<file path="src/rtl/branch_operand_scoreboard_if.sv">
// rtl/branch_operand_scoreboard_if.sv - ID-stage request/response bundle for the branch operand scoreboard
//
// Purpose: carries the decoded ID instruction, the flush request, and the
//          scoreboard's stall / forwarding / performance results.
// Modports:
//   master - ID stage: drives id_* and flush, reads stall, fwd_*_sel, stall_cnt
//   slave  - scoreboard: reads id_* and flush, drives stall, fwd_*_sel, stall_cnt

interface branch_operand_scoreboard_if #(
    parameter int TW    = 2,
    parameter int CNT_W = 32
);
    logic             id_valid;
    logic [4:0]       id_rs;
    logic [4:0]       id_rt;
    logic             id_use_rs;
    logic             id_use_rt;
    logic [TW-1:0]    id_tuse_rs;
    logic [TW-1:0]    id_tuse_rt;
    logic             id_wr;
    logic [4:0]       id_dst;
    logic [TW-1:0]    id_tnew;
    logic             flush;
    logic             stall;
    logic [1:0]       fwd_rs_sel;
    logic [1:0]       fwd_rt_sel;
    logic [CNT_W-1:0] stall_cnt;

    modport master (
        output id_valid, id_rs, id_rt, id_use_rs, id_use_rt, id_tuse_rs, id_tuse_rt,
        output id_wr, id_dst, id_tnew, flush,
        input  stall, fwd_rs_sel, fwd_rt_sel, stall_cnt
    );

    modport slave (
        input  id_valid, id_rs, id_rt, id_use_rs, id_use_rt, id_tuse_rs, id_tuse_rt,
        input  id_wr, id_dst, id_tnew, flush,
        output stall, fwd_rs_sel, fwd_rt_sel, stall_cnt
    );
endinterface

</file>
<file path="src/rtl/branch_operand_scoreboard.sv">
// rtl/branch_operand_scoreboard.sv - per-register writer scoreboard for ID-stage branch operands
//
// Purpose: tracks each in-flight GPR writer by pipeline stage (E/M/W) and by
//          cycles remaining until its result is forwardable (tnew); produces the
//          ID stall request, rs/rt forwarding selects and a saturating stall counter.
// Ports:
//   clk   - clock, all state updates on the rising edge
//   reset - asynchronous active-low reset
//   sb    - slave side of branch_operand_scoreboard_if (ID instruction in,
//           stall / fwd_rs_sel / fwd_rt_sel / stall_cnt out)

module branch_operand_scoreboard #(
    parameter int NREG  = 32,
    parameter int TW    = 2,
    parameter int CNT_W = 32
) (
    input  logic                      clk,
    input  logic                      reset,
    branch_operand_scoreboard_if.slave sb
);
    // Stage encoding doubles as the forwarding-select encoding.
    localparam logic [1:0] ST_NONE = 2'd0;
    localparam logic [1:0] ST_E    = 2'd1;
    localparam logic [1:0] ST_M    = 2'd2;
    localparam logic [1:0] ST_W    = 2'd3;

    logic [1:0]    stage_q [NREG];
    logic [TW-1:0] tnew_q  [NREG];
    logic [CNT_W-1:0] stall_cnt_q;

    logic rs_pend, rt_pend;
    logic rs_hit, rt_hit;
    logic stall_c;
    logic issue;

    // Sources are looked up in the pre-edge state only, so an instruction
    // never bypasses to itself.
    always_comb begin
        rs_pend = (sb.id_rs != 5'd0) && (stage_q[sb.id_rs] != ST_NONE);
        rt_pend = (sb.id_rt != 5'd0) && (stage_q[sb.id_rt] != ST_NONE);
        rs_hit  = rs_pend && (tnew_q[sb.id_rs] > sb.id_tuse_rs);
        rt_hit  = rt_pend && (tnew_q[sb.id_rt] > sb.id_tuse_rt);
        stall_c = sb.id_valid && !sb.flush &&
                  ((sb.id_use_rs && rs_hit) || (sb.id_use_rt && rt_hit));
        issue   = sb.id_valid && !stall_c && !sb.flush && sb.id_wr && (sb.id_dst != 5'd0);
    end

    assign sb.stall      = stall_c;
    assign sb.fwd_rs_sel = rs_pend ? stage_q[sb.id_rs] : ST_NONE;
    assign sb.fwd_rt_sel = rt_pend ? stage_q[sb.id_rt] : ST_NONE;
    assign sb.stall_cnt  = stall_cnt_q;

    always_ff @(posedge clk or negedge reset) begin
        if (!reset) begin
            for (int r = 0; r < NREG; r++) begin
                stage_q[r] <= ST_NONE;
                tnew_q[r]  <= '0;
            end
            stall_cnt_q <= '0;
        end else begin
            stage_q[0] <= ST_NONE;
            tnew_q[0]  <= '0;
            for (int r = 1; r < NREG; r++) begin
                if (issue && (sb.id_dst == 5'(r))) begin
                    // Youngest writer wins; an older writer to the same
                    // register retires earlier, so dropping it is safe.
                    stage_q[r] <= ST_E;
                    tnew_q[r]  <= sb.id_tnew;
                end else if (sb.flush && (stage_q[r] == ST_E || stage_q[r] == ST_M)) begin
                    stage_q[r] <= ST_NONE;
                    tnew_q[r]  <= '0;
                end else begin
                    // The pipeline always advances, so every entry ages.
                    stage_q[r] <= (stage_q[r] == ST_NONE || stage_q[r] == ST_W) ?
                                  ST_NONE : stage_q[r] + 2'd1;
                    tnew_q[r]  <= (tnew_q[r] == '0) ? '0 : tnew_q[r] - 1'b1;
                end
            end
            if (stall_c && (stall_cnt_q != '1))
                stall_cnt_q <= stall_cnt_q + 1'b1;
        end
    end
endmodule

</file>
<file path="src/flat_wrapper.sv">
// flat-port wrapper written by rule: the top's interface ports become plain ports
module branch_operand_scoreboard_flat 
#(
    parameter int NREG  = 32,
    parameter int TW    = 2,
    parameter int CNT_W = 32
)
  (clk, reset, sb_id_valid, sb_id_rs, sb_id_rt, sb_id_use_rs, sb_id_use_rt, sb_id_tuse_rs, sb_id_tuse_rt, sb_id_wr, sb_id_dst, sb_id_tnew, sb_flush, sb_stall, sb_fwd_rs_sel, sb_fwd_rt_sel, sb_stall_cnt);
  branch_operand_scoreboard_if #(.TW(TW), .CNT_W(CNT_W)) sb_i ();
  input  logic clk;
  input  logic reset;
  input wire logic [$bits(sb_i.id_valid)-1:0] sb_id_valid;
  input wire logic [$bits(sb_i.id_rs)-1:0] sb_id_rs;
  input wire logic [$bits(sb_i.id_rt)-1:0] sb_id_rt;
  input wire logic [$bits(sb_i.id_use_rs)-1:0] sb_id_use_rs;
  input wire logic [$bits(sb_i.id_use_rt)-1:0] sb_id_use_rt;
  input wire logic [$bits(sb_i.id_tuse_rs)-1:0] sb_id_tuse_rs;
  input wire logic [$bits(sb_i.id_tuse_rt)-1:0] sb_id_tuse_rt;
  input wire logic [$bits(sb_i.id_wr)-1:0] sb_id_wr;
  input wire logic [$bits(sb_i.id_dst)-1:0] sb_id_dst;
  input wire logic [$bits(sb_i.id_tnew)-1:0] sb_id_tnew;
  input wire logic [$bits(sb_i.flush)-1:0] sb_flush;
  output wire logic [$bits(sb_i.stall)-1:0] sb_stall;
  output wire logic [$bits(sb_i.fwd_rs_sel)-1:0] sb_fwd_rs_sel;
  output wire logic [$bits(sb_i.fwd_rt_sel)-1:0] sb_fwd_rt_sel;
  output wire logic [$bits(sb_i.stall_cnt)-1:0] sb_stall_cnt;
  assign sb_i.id_valid = sb_id_valid;
  assign sb_i.id_rs = sb_id_rs;
  assign sb_i.id_rt = sb_id_rt;
  assign sb_i.id_use_rs = sb_id_use_rs;
  assign sb_i.id_use_rt = sb_id_use_rt;
  assign sb_i.id_tuse_rs = sb_id_tuse_rs;
  assign sb_i.id_tuse_rt = sb_id_tuse_rt;
  assign sb_i.id_wr = sb_id_wr;
  assign sb_i.id_dst = sb_id_dst;
  assign sb_i.id_tnew = sb_id_tnew;
  assign sb_i.flush = sb_flush;
  assign sb_stall = sb_i.stall;
  assign sb_fwd_rs_sel = sb_i.fwd_rs_sel;
  assign sb_fwd_rt_sel = sb_i.fwd_rt_sel;
  assign sb_stall_cnt = sb_i.stall_cnt;
  branch_operand_scoreboard #(.NREG(NREG), .TW(TW), .CNT_W(CNT_W)) u_core (.clk(clk), .reset(reset), .sb(sb_i));
endmodule
</file>
<file path="config.mk">
export PLATFORM = sky130hd
export DESIGN_NAME = branch_operand_scoreboard_flat
export DESIGN_NICKNAME = d
export VERILOG_FILES = /design/src/rtl/branch_operand_scoreboard_if.sv /design/src/rtl/branch_operand_scoreboard.sv /design/src/flat_wrapper.sv
export SDC_FILE = /design/constraint.sdc
export NUM_CORES = 1
export LEC_CHECK = 0
export BUFFER_PORTS_ARGS = -buffer_cell sky130_fd_sc_hd__buf_2
export CAP_MARGIN = 20
export CORE_MARGIN = 4
export CORE_UTILIZATION = 55
export DETAILED_ROUTE_END_ITERATION = 6
export GPL_TIMING_DRIVEN = 0
export PLACE_DENSITY_LB_ADDON = 0.3
export SYNTH_ARGS = -nofsm -noshare
export SYNTH_HDL_FRONTEND = slang
export SYNTH_SLANG_ARGS = --single-unit
</file>
<file path="constraint.sdc">
create_clock -name clk -period 6.6 [get_ports clk]
set_clock_uncertainty 0.15 [all_clocks]
set_input_delay 1.32 -clock clk [delete_from_list [all_inputs] [get_ports clk]]
set_output_delay 1.32 -clock clk [all_outputs]
set_load 0.01 [all_outputs]
</file>
==> impl_metrics.toml <==
[detailed_routing]
drc = 0
first_pass_iters = 7
antenna_left = 0
wl_per_cell_um = 22.6
drt_iter0_drc = 786
viasPerCell = 6.45
dr_total_vias = 7763
drt_wl_total_um = 27200

[setup_path]
cp-end-kind = "output pin"
crit_path_max_incr_delay_ns = 0.53
critical_path.max_fanout = 19
cp.buffers_inverters = 7
startpoint_type = "primary input"
crit_chain = "buf_2 -> buf_6 -> buf_6 -> buf_6 -> mux4_2 -> mux4_2 -> mux2_2 -> ha_1 -> a21o_1 -> a41oi_4 -> buf_8 -> buf_4 -> nor2_1 -> buf_2"
critPathTopFamily = "buffers and inverters"
crit_arrival_ns = 5.01
path_class = "in -> out"
slowest_stage = "mux4_2"
crit_required_ns = 5.13
cp_common_cell = "buf_6"

[grt]
track_usage_pct = 28.3
grt_max_degree = 120
grt_pass1_vias = 7744
grt-ovfl-total = 0
grt_pass1_wl_um = 43000
grt_antenna_before_repair = 2

[timing]
period_share_pct = 98.1
rsz0062_at_grt = "no"
finalMaxSlewViolations = 0
slew_headroom_pct = 35.6
fmax_ghz = 0.154
tightest_slew_ns = 0.966
period_minus_slack_ns = 6.48
final-hold-violation-count = 0
final-setup-viol-count = 0

[synth]
synth-seq-cells = 156
synth-edff-count = 0
synth-async-reset-ratio_pct = 100
yosys_warnings = 0
netlist_instances = 893
yosysUniqueCellTypes = 54
syn-num-nets = 957
synthFlopType = "dfrtp_1"
yosysSeqAreaShare_pct = 40.3
syn_avg_cell_area_um2 = 10.8
synth_area_um2 = 9680

[run_status]
status = "finished clean"

[clock_network]
htreeDepth = 4
cts_tree = "done"
root_buffer = "clkbuf_16"
cts_hold_buffers = 0
clk_path_buf_depth = 2
clkTransAtPathRegs_ns = 0.06
cts_sinks = 156
post_cts_resized = 25
clk-insertion-delay-late_ns = 0.44
postCtsSetupRepairBufs = 0
cts_inserted_buffers = 17

[die]
io_pins = 65
core-area_um2 = 17300
start_util_pct = 55.9
row_count = 48
die_w_um = 141
die_area_um2 = 19800
chipHeight_um = 141

[placement]
gp_congestion = 0.990
port_buffers = 58
dpl.hpwl_um = 19700

[layout]
nNetsFinal = 1030
final_core_util_pct = 63.2
final_cell_mix = "dfrtp_1, nand2_1, buf_2"
drive_above_1_share_pct = 21.0
final_common_cell = "dfrtp_1"
n_fill_cell = 1384
antenna_cells = 0
layout-area-overhead-vs-synth_pct = 12.9

[hold_path]
hp-class = "reg -> reg"

[power_and_ir_drop]
peakVddDrop_mv = 0.202
p_per_area_nw_per_um2 = 248
power_mw = 2.70
leakage_nw = 5.26

[flow_run]
drv_cap = 0
==> final timing paths <==
kind,startpoint,endpoint,slack [ns],depth (start not counted)
setup / recovery,sb_id_rs[0],sb_stall,0.12,14
hold / removal,u_core.sb.stall_cnt[26],u_core.sb.stall_cnt[26],0.33,1
setup reg to reg,u_core.tnew_q[1],u_core.tnew_q[49],2.68,13
hold reg to reg,u_core.sb.stall_cnt[26],u_core.sb.stall_cnt[26],0.33,1
max in group asynchronous,reset,u_core.stage_q[1],4.79,2
min in group asynchronous,reset,u_core.stage_q[16],0.60,1
==> flip-flops by register name (all words and copies together) (netlist names) <==
register and flops:
u_core.stage_q 62, u_core.tnew_q 62, u_core.sb.stall_cnt 32
==> cell families after synthesis <==
logic type      after synthesis  share of synthesized area (%)
simple gates                382                           21.9
xor+xnor                     31                           2.81
flops                       156                           40.3
mux                         138                           21.9
compound gates               56                           4.25
buf+inv                      94                           4.11
fa+ha+maj                    36                           4.66
==> metal layers <==
metal / wire length, µm / share of wire [%] / GRT usage (%)
met1: 11000 / 41 / 38.7
met2: 12200 / 45 / 42.8
met3: 2910 / 11 / 7.50
met4: 1020 / 3.7 / 12.6
met5: 21 / 0.077 / 0
==> where the power goes <==
group	internal (mW)	switching (mW)	total, mW
clock network	0.586	0.429	1.01
logic	0.238	0.290	0.528
registers	1.05	0.111	1.16
total	1.87	0.830	2.70
==> layout make-up <==
class                      count  area (µm²)  area share, %
sequential                   156        3900           35.7
timing repair buffer          59         328           3.00
clock buffer                  19         453           4.15
buffer                        46         267           2.44
inverter                      43         161           1.48
multi-input combinational    643        5370           49.2
clock inverter                13         156           1.43
tap                          225         282           2.58
==> Yosys cell counts, types with 4 or more instances <==
library cell	instances	area share, %
mux2_2	22	2.6
a31oi_1	5	0.32
nor2b_1	9	0.58
o31ai_1	7	0.54
nand2b_1	38	2.5
o21ai_0	10	0.52
o22ai_1	4	0.26
nand3_2	17	1.8
mux4_2	53	12
nor3b_1	27	2.1
and3_1	33	2.1
nand4bb_1	4	0.47
buf_2	12	0.62
clkbuf_1	23	0.89
dfrtp_1	156	40
nor4_1	16	1.0
buf_1	10	0.39
a22o_1	4	0.36
and4b_1	4	0.41
nand4_1	22	1.4
nand3_1	27	1.4
ha_1	36	4.7
and4_1	4	0.36
nor3_1	27	1.4
mux2i_1	26	2.7
buf_4	4	0.31
a21o_1	9	0.70
a21oi_1	4	0.21
nor2_1	47	1.8
nand2_1	95	3.7
inv_1	42	1.6
xor2_1	28	2.5
mux2_1	37	4.3
==> worst reg2reg max path, cell delays in order, from the launching register on <==
cell	delay [ns]
dfrtp_1	0.43
mux4_2	0.50
mux4_2	0.53
nor2_1	0.11
nor2_1	0.07
ha_1	0.28
nor2b_1	0.13
o211ai_1	0.16
a21oi_1	0.09
a41oi_4	0.33
buf_8	0.23
buf_4	0.25
nand3_2	0.18
mux2_1	0.36
==> metrics by stage <==
stage                     TNS [ns]  cell area (µm²)  cells  hold WS, ns  setup slack, ns
after floorplan                  0             9680    893        0.316           0.0781
after global placement       -1.07            10200   1176        0.319            -1.07
after detailed placement     -1.07            10300   1177        0.319            -1.07
after CTS                        0            10900   1204        0.333            0.139
after global routing             0            10900   1204        0.354           0.0169
final                            0            10900   1204        0.331            0.123
(Power assumes the default switching activity.)
